==> src/rtl/updown_mod_counter_pkg.sv <==
`default_nettype none
// +----------------------------------------------------------------------------+
// | updown_mod_counter_pkg                                                     |
// | Direction/mode constants and next-count helpers shared by counter blocks.  |
// | Rev 1.0 - initial release                                                  |
// +----------------------------------------------------------------------------+
package updown_mod_counter_pkg;

  typedef enum logic {DIR_DOWN = 1'b0, DIR_UP   = 1'b1} dir_e;
  typedef enum logic {MODE_WRAP = 1'b0, MODE_SAT = 1'b1} mode_e;

  // Helpers work at the widest supported width; callers zero-extend and truncate.
  localparam int CNT_MAX_W = 64;

  function automatic logic [CNT_MAX_W-1:0] next_count(
    input logic [CNT_MAX_W-1:0] cnt,
    input logic                 up,
    input logic                 sat,
    input logic [CNT_MAX_W-1:0] max_val
  );
    logic [CNT_MAX_W-1:0] r;
    r = cnt;
    if (up == DIR_UP) begin
      if (cnt >= max_val) r = (sat == MODE_SAT) ? max_val : '0;
      else                r = cnt + CNT_MAX_W'(1);
    end else begin
      if (cnt == '0) r = (sat == MODE_SAT) ? '0 : max_val;
      else           r = cnt - CNT_MAX_W'(1);
    end
    return r;
  endfunction

  function automatic logic is_boundary(
    input logic [CNT_MAX_W-1:0] cnt,
    input logic                 up,
    input logic [CNT_MAX_W-1:0] max_val
  );
    return (up == DIR_UP) ? (cnt >= max_val) : (cnt == '0);
  endfunction

endpackage
`default_nettype wire

==> src/rtl/updown_mod_counter_next.sv <==
`default_nettype none
// +----------------------------------------------------------------------------+
// | updown_mod_counter_next                                                    |
// | Combinational next-count and boundary-event detection.                    |
// | Rev 1.0 - initial release                                                  |
// +----------------------------------------------------------------------------+
module updown_mod_counter_next
  import updown_mod_counter_pkg::*;
#(
  parameter int               WIDTH   = 32,
  parameter logic [WIDTH-1:0] MAX_VAL = {WIDTH{1'b1}}
) (
  input  logic [WIDTH-1:0] i_count,
  input  logic             i_up,
  input  logic             i_sat,
  output logic [WIDTH-1:0] o_next,
  output logic             o_boundary
);

  assign o_next = WIDTH'(next_count(CNT_MAX_W'(i_count), i_up, i_sat,
                                    CNT_MAX_W'(MAX_VAL)));
  assign o_boundary = is_boundary(CNT_MAX_W'(i_count), i_up, CNT_MAX_W'(MAX_VAL));

endmodule
`default_nettype wire

==> src/rtl/updown_mod_counter.sv <==
`default_nettype none
// +----------------------------------------------------------------------------+
// | updown_mod_counter                                                         |
// | Modulo up/down counter with load, wrap/saturate, tc pulse and sticky ovf.  |
// | Optional compare output enabled by macro UPDOWN_MOD_COUNTER_CMP_EN.        |
// | Rev 1.0 - initial release                                                  |
// +----------------------------------------------------------------------------+
module updown_mod_counter
  import updown_mod_counter_pkg::*;
#(
  parameter int               WIDTH   = 32,
  parameter logic [WIDTH-1:0] MAX_VAL = {WIDTH{1'b1}}
) (
  input  logic             clk,
  input  logic             rst,
  input  logic             en,
  input  logic             up,
  input  logic             sat,
  input  logic             load,
  input  logic [WIDTH-1:0] load_val,
  input  logic             clr_ovf,
  output logic [WIDTH-1:0] count,
  output logic             tc,
  output logic             ovf
`ifdef UPDOWN_MOD_COUNTER_CMP_EN
  ,
  input  logic [WIDTH-1:0] cmp_val,
  output logic             cmp_hit
`endif
);

  logic [WIDTH-1:0] r_count;
  logic             r_tc;
  logic             r_ovf;
  logic [WIDTH-1:0] w_next;
  logic             w_boundary;
  logic [WIDTH-1:0] w_load_clamped;
  logic             w_bnd_evt;
  logic [WIDTH-1:0] w_count_d;

  updown_mod_counter_next #(
    .WIDTH   (WIDTH),
    .MAX_VAL (MAX_VAL)
  ) u_next (
    .i_count    (r_count),
    .i_up       (up),
    .i_sat      (sat),
    .o_next     (w_next),
    .o_boundary (w_boundary)
  );

  assign w_load_clamped = (load_val > MAX_VAL) ? MAX_VAL : load_val;
  // Load has priority over stepping, so a boundary only counts when not loading.
  assign w_bnd_evt      = en && !load && w_boundary;
  assign w_count_d      = load ? w_load_clamped : (en ? w_next : r_count);

  always_ff @(posedge clk) begin
    if (rst) begin
      r_count <= '0;
      r_tc    <= 1'b0;
      r_ovf   <= 1'b0;
    end else begin
      r_count <= w_count_d;
      r_tc    <= w_bnd_evt;
      if (w_bnd_evt)    r_ovf <= 1'b1;
      else if (clr_ovf) r_ovf <= 1'b0;
    end
  end

  assign count = r_count;
  assign tc    = r_tc;
  assign ovf   = r_ovf;

`ifdef UPDOWN_MOD_COUNTER_CMP_EN
  logic r_cmp_hit;

  always_ff @(posedge clk) begin
    if (rst) r_cmp_hit <= 1'b0;
    else     r_cmp_hit <= (w_count_d == cmp_val);
  end

  assign cmp_hit = r_cmp_hit;
`endif

endmodule
`default_nettype wire

==> config.mk <==
export PLATFORM = sky130hd
export DESIGN_NAME = updown_mod_counter
export DESIGN_NICKNAME = d
export VERILOG_FILES = /design/src/rtl/updown_mod_counter_pkg.sv /design/src/rtl/updown_mod_counter_next.sv /design/src/rtl/updown_mod_counter.sv
export SDC_FILE = /design/constraint.sdc
export NUM_CORES = 1
export LEC_CHECK = 0
export ABC_AREA = 0
export CAP_MARGIN = 20
export CORE_ASPECT_RATIO = 1.1
export CORE_MARGIN = 2
export CORE_UTILIZATION = 47
export DETAILED_ROUTE_END_ITERATION = 8
export PLACE_DENSITY = 0.89
export REMOVE_ABC_BUFFERS = 1
export SYNTH_ARGS = -nofsm -noshare
export SYNTH_HDL_FRONTEND = slang
export SYNTH_SLANG_ARGS = --single-unit
==> constraint.sdc <==
create_clock -name clk -period 2.3 [get_ports clk]
set_input_delay 0.345 -clock clk [delete_from_list [all_inputs] [get_ports clk]]
set_output_delay 0.345 -clock clk [all_outputs]
set_load 0.03 [all_outputs]
=== Yosys cells after proc, flatten, opt, wreduce, memory -nomap -nowiden ===
Cells that the tools add are included.

* Register bits: 34

* $lt $le $gt $ge: 2
* Add/subtract/negate cells: 2
* Reductions and logical operators: 6
* Muxes and demuxes: 11

{| class="wikitable"
|+ Operator list
! kind !! count
|-
| $mux 32 || 8
|-
| $add 32x1->32 const B || 1
|-
| $ge 32x32->1 const B || 1
|-
| $gt 32x32->1 const B || 1
|-
| $logic_not 32->1 || 1
|-
| $sub 32x1->32 const B || 1
|-
| $reduce_bool 2->1 || 2
|-
| $mux 1 || 3
|-
| $logic_and 1x1->1 || 2
|-
| $logic_not 1->1 || 1
|}

=== Depth between registers and ports, before layout ===
Gate-level depths: netlist (run 1).

* Depth in word-level cells: 5
* Gate-level depth with buffers: 10
* Gate-level depth less buffers: 8

=== By module ===
A second synthesis (run 1) with hierarchy kept.

* Cells, all modules: 512
* Area total of the unflattened synthesis: 3943.8 um^2

{| class="wikitable"
|+ Modules (own cells, without submodules)
! module !! instances !! seq. area each (um^2) !! area an instance (um^2) !! cells each
|-
| updown_mod_counter_next || 1 || 0.0 || 2257.2 || 363
|-
| updown_mod_counter || 1 || 680.7 || 1686.6 || 149
|}

=== Least setup slack after synthesis (run 1) ===
Ideal clock, no wire load.

* Path kind: reg-to-reg
* Start: reg r_count[12] (netlist: count[12])
* End: reg r_count[29] (netlist: count[29])
* Library setup time: 0.122 ns
* Path slack: -0.366 ns
* Buffers on the path: 2
* Required time: 2.178 ns
* Stages on the path, launching flop included: 9
* Period minus slack after synthesis: 2.666 ns
* Data arrival time: 2.545 ns
* Cells stage by stage: dfxtp_1 -> buf_2 -> or4_4 -> or4_4 -> buf_4 -> nor3_1 -> xnor2_1 -> a21oi_1 -> o311a_1

* Word-level cells in the longest chain between the ends: 5

{| class="wikitable"
|+ Ends and longest elaborated chain
! element !! RTL line !! RTL
|-
| start: declaration || updown_mod_counter.sv:32 || <nowiki>logic [WIDTH-1:0] r_count;</nowiki>
|-
| start signal: assignment || updown_mod_counter.sv:63 || <nowiki>r_count <= w_count_d;</nowiki>
|-
| $sub 32x1->32, or another cell as far along || updown_mod_counter_pkg.sv:28 || <nowiki>else r = cnt - CNT_MAX_W'(1);</nowiki>
|-
| $mux 32, on equally long branches || updown_mod_counter_pkg.sv:27, updown_mod_counter_pkg.sv:24 ||
|-
| $mux 32 (*) || updown_mod_counter_pkg.sv:23 || <nowiki>if (up == DIR_UP) begin</nowiki>
|-
| $mux 32 (*) (2 in series) || updown_mod_counter.sv:55 || <nowiki>assign w_count_d = load ? w_load_clamped : (en ? w_next : r_count);</nowiki>
|}

Mark *: on every way between the ends. The rest lies on a longest branch, timed or not. The select of a mux whose other input is x is not followed.
A chain may end at the register's enable or synchronous reset.

=== Worst setup path in the final report (run 1) ===
* Start: reg r_count[8] (netlist: count[8])
* End: reg r_count[22] (netlist: count[22])

Same word-level chain as after synthesis.

==> metrics.md, run 1 <==
| Metric | Value |
|---|---|
| Wire length of the first global-routing pass | `22.2 mm` |
| Failing checks | `design-rule violations, negative setup slack` |
| Synth unique cells | `60` |
| Post-Syn Instances | `between 500 and 600` |
| Via count of the first global-routing pass | `4499` |
| Count of nets left with antenna violations after detail routing | `0` |
| Fraction of registers with async set/reset | `0` |
| Number of top-level design ports | `73` |
| Post-layout minimum cycle time | `about 2500 ps` |
| Reported leakage power | `approximately 1.9 nW` |
| Number of max-cap violations | `0` |
| Core area | `just over 7000 um^2` |
| Commonest non-fill, non-tap cell in the layout | `sky130_fd_sc_hd__buf_4` |
| Finished Cell Area | `roughly 5000 um^2` |
| Origin of the critical flop-to-flop path | `count[8]$_SDFFE_PP0P_` |
| CP Max Fanout | `7` |
| Quantity of I/O buffers inserted on ports | `72` |
| Worst setup path start | `count[8]$_SDFFE_PP0P_` |
| Depth of the most critical reg-to-reg path | `6` |
| Number of diodes | `0` |
| Drt wl/cell | `approximately 22 um` |
| Number of synthesized flops with an enable pin | `0` |
| Critical Path Start Type | `flop` |
| HP Start | `ovf$_SDFFE_PP0P_` |
| CTS tree | `built` |
| Detailed-route wire length | `15.2 mm` |
| Max Transition Viols Final | `0` |
| Predominant post-synthesis flop cell | `sky130_fd_sc_hd__dfxtp_1` |
| Remaining global-route overflow | `0` |
| Minimum hold slack | `493 ps` |
| Routed vias/inst | `roughly 7.0` |
| Die Span Y | `94.1 um` |
| VDD IR max | `0.000272 V` |
| Total die area | `8090 um^2` |
| Final WS setup | `-198 ps` |
| Fin nets | `660` |
| Worst-case clock buffer depth | `2` |
| Crit share post-route | `1.09` |
| Data arrival at the endpoint of the critical path | `2720 ps` |
| Setup repair after global routing missed its margin | `yes` |
| Std-Cell Rows | `32` |
| Violation count after the first detailed-route iteration | `859` |
| Hold WC Path Type | `reg -> reg` |
| Number of filler instances in the final layout | `477` |
| Area of the mapped netlist | `3470 um^2` |
| Count of state elements after synthesis | `34` |
| Pwr/cell area | `454 nW/um^2` |
| Starting utilization of the core area | `0.490` |
| Share of post-route cells with drive strength above 1 | `0.231` |
| Horiz. Die Dim | `~86 um` |
| Terminus of the critical flop-to-flop path | `count[22]$_SDFFE_PP0P_` |
| End of the critical path | `count[22]$_SDFFE_PP0P_` |
| Placer Congestion | `between 1 and 1.5` |
| Overall routing resource usage | `0.345` |
| Routed via count | `4945` |
| Portion of the post-synthesis area used by sequential elements | `0.196` |
| Number of detailed-routing iterations run before antenna repair | `9` |
| Required @ worst endpoint | `2520 ps` |
| Number of CTS-inserted buffers | `5` |
| Number of hold violations in the final report | `0` |
| Clock skew after layout | `11.6 ps` |
| Highest clock rate | `400 MHz` |
| Pin count of the biggest net entering global routing | `38` |
| Final routed DRC violation total | `58` |
| Final setup viols | `31` |
| Avg Cell Area, Syn | `6.92 um^2` |
| Number of buffers inserted for hold repair after clock tree synthesis | `0` |
| Post-detailed-placement cell area | `4740 um^2` |
| # clock sinks | `34` |
| Antenna violations before repair | `0` |
| HPWL after detailed placement | `9.42 mm` |
| Clock slew at reported path FFs | `~80 ps` |
| Worst setup path class | `reg -> reg` |
| Signed area change from the synthesized netlist to the final layout | `44.9%` |
| CTS H-Tree Depth | `2` |
| Skew-Pair Late Insertion Delay | `310 ps` |
| Flop-to-flop setup slack | `-200 ps` |
| Synth warnings | `0` |
| Post-placement cell count | `690` |
| Clock tree root buffer cell | `sky130_fd_sc_hd__clkbuf_8` |
| Status | `finished with violations` |
| Worst Tran Pin Value | `a little over 600 ps` |
| Worst rel slew slack | `0.586` |
| Filler-free cell count of the finished design | `between 700 and 800` |
| Type of element capturing the critical path | `flop` |
| Most used cells in the layout excluding fill and tap cells | `87 x sky130_fd_sc_hd__buf_4, 71 x sky130_fd_sc_hd__clkdlybuf4s50_1, 52 x sky130_fd_sc_hd__a21oi_1` |
[area by class of cell]
class                           count  area, um^2  area share
Clock buffer                        7        86.3      0.0172
Clock inverter                      1        5.00    0.000995
Inverter                            8        30.0     0.00597
Multi-Input combinational cell    405        2680       0.532
Sequential cell                    34         684       0.136
Tap cell                           85         106      0.0211
Timing Repair Buffer              164        1440       0.287
[registers in the layout, indices dropped and copies added (netlist names)]
signal and count:
count 32, tc 1, ovf 1
[cell usage after synthesis (all sizes together), types with 8 or more instances]
library cell | number | area (um^2)
or3 | 11 | 73.8
nor3 | 18 | 95.1
nand4 | 14 | 87.6
o22ai | 18 | 113
nor2 | 52 | 195
inv | 8 | 30.0
xor2 | 13 | 114
nor4 | 16 | 121
o21ai | 18 | 90.1
nand2 | 30 | 113
xnor2 | 30 | 263
a21oi | 54 | 270
nor3b | 20 | 150
clkbuf | 41 | 154
a31oi | 9 | 62.6
buf | 14 | 73.8
dfxtp | 34 | 681
nand3 | 21 | 105
[what timing repair did]
item,in CTS,in global routing
pin swaps,17,12
endpoints found under the setup margin,24,34
resized for setup,21,18
buffers inserted,2,4
cloned,0,0
[kinds of logic after synthesis]
group                    synth area share
buffers and inverters              0.0742
adder cells (fa/ha/maj)            0.0108
XOR/XNOR                            0.108
AO/OA/AOI/OAI                       0.258
AND/OR/NAND/NOR                     0.350
flip-flops                          0.196
multiplexers                      0.00288
[per-layer routing]
layer  global-route usage  vias up  wire length [um]
li1                     -     2082                 -
met1                0.408     2166              5240
met2                0.553      513              6730
met3               0.0808      184              1970
met4                0.228        0              1270
met5                    0        -                 0
[worst max-delay path, cell delays in order, from the launching register on]
cell and delay, ps:
sky130_fd_sc_hd__dfxtp_2 330, sky130_fd_sc_hd__or4_4 550, sky130_fd_sc_hd__or4_4 610, sky130_fd_sc_hd__or3_4 380, sky130_fd_sc_hd__o211ai_1 280, sky130_fd_sc_hd__o221ai_1 150
sky130_fd_sc_hd__o21ai_1 110
[how the worst min path moves through the flow]
stage / to / slack (ps) / cells past startpoint
3_5_place_dp: ovf$_SDFFE_PP0P_ / 480 / 2
6_report: ovf$_SDFFE_PP0P_ / 490 / 2
3_3_place_gp: ovf$_SDFFE_PP0P_ / 490 / 2
4_1_cts: ovf$_SDFFE_PP0P_ / 500 / 2
2_1_floorplan: count[16]$_SDFFE_PP0P_ / 410 / 1
5_1_grt: ovf$_SDFFE_PP0P_ / 540 / 2
[per-stage QoR]
stage                     power (mW)   util  setup TNS [ps]  worst slack [ps]
after CTS                       2.16  0.694            -648             -91.2
after detailed placement        1.65  0.668           -1320              -136
after global placement          1.62  0.668            -289             -50.2
after global routing            2.35  0.710           -5140              -253
final                           2.28  0.710           -3400              -198
after floorplan                 1.17      -          -38460             -1400
[report_power, final]
| group | total (mW) | leakage (nW) | internal, mW | switching, mW |
|---|---|---|---|---|
| clock network | 0.496 | 0.0482 | 0.242 | 0.254 |
| logic | 1.12 | 1.55 | 0.491 | 0.627 |
| registers | 0.670 | 0.282 | 0.632 | 0.0380 |
(Power assumes the default switching activity.)
==> run 2, diff against run 1 <==
Settings changed: SLEW_MARGIN from default to 20.
==> results of run 2 <==
Same layout as run 1: the final DEF is identical, and so are final timing and power.
==> RTL change (settings of run 1) <==
The option `UPDOWN_MOD_COUNTER_CMP_EN` is turned on by a define.
--- a/src/rtl/updown_mod_counter.sv
+++ b/src/rtl/updown_mod_counter.sv
@@ -7,2 +7,4 @@
 // +----------------------------------------------------------------------------+
+`define UPDOWN_MOD_COUNTER_CMP_EN
+
 module updown_mod_counter
Interface: changed (added cmp_hit and cmp_val); port bits go from 73 to 106. No check against the original RTL was run, so the function may have changed too.
==> RTL change against run 1 <==
- the run now fails in global routing
- synthesized cell count grew 38%
- synthesized area up 35%
==> RTL change: results (changes against run 1) <==
status = aborted with a tool error
Last stage = global routing
tool error = [ERROR GRT-0116] Global routing finished with congestion. Check the congestion regions in the DRC Viewer.
post-DP HPWL = 21.7 mm (+130%)
dominant cells by area after synthesis = dfxtp_1 (15%), a21oi_1 (5.9%), nor2_1 (5.1%)
CTS root buf = clkbuf_8
pin count of the biggest net entering global routing = 35
CTS buffer count = 5 (unchanged)
top cells by count, synth = nor2_1 (64), a21oi_1 (55), nand2_1 (48), nor3_1 (47), clkbuf_1 (46)
H-tree depth = 2 (unchanged)
clk sink count = 35 (+2.9%)
Netlist cell types = 72 (+20%)
synth warn = 0 (unchanged)
vias in the first global route = 11500
CTS max path bufs = 2 (unchanged)
grt total ovfl = 326
async set-or-reset flop fraction in the synthesized netlist = 0% (unchanged)
GP Congestion = 1.15 (+7.9%)
sequential area share after synthesis = 14.9% (-4.7 points)
first-pass GRT wire length = 73.9 mm
Port Buf Inserts = 105 (+46%)
All-Layer GR Usage = 87.8%
pre-CTS setup slack = -1.37 ns (-1.23 ns)
[RTL change: logic make-up after synthesis]
family / share of synthesized area, %
compound gates: 32.7
xor+xnor: 8.03
fa+ha+maj: 0.801
buf+inv: 8.03
flops: 14.9
mux: 1.84
simple gates: 33.6
[RTL change: routing by layer]
metal  GRT usage (%)  overflow
met1            82.7         1
met2             106       221
met3            74.6        11
met4            94.0        93
met5            35.1         0
[RTL change: through the flow]
stage | util, % | area, um2 | std cells | hold WS (ns)
floorplan | - | 4410 | 629 | 0.414
global placement | 78.5 | 7690 | 1127 | 0.437
detailed placement | 78.5 | 7690 | 1127 | 0.448
CTS | 94.4 | 9250 | 1189 | 0.467
[RTL change: what timing repair did]
item / in CTS
cloned: 1
gates resized for setup: 235
buffers inserted: 54
setup endpoints to repair: 34
hold endpoints to repair: 0
pin swaps: 74
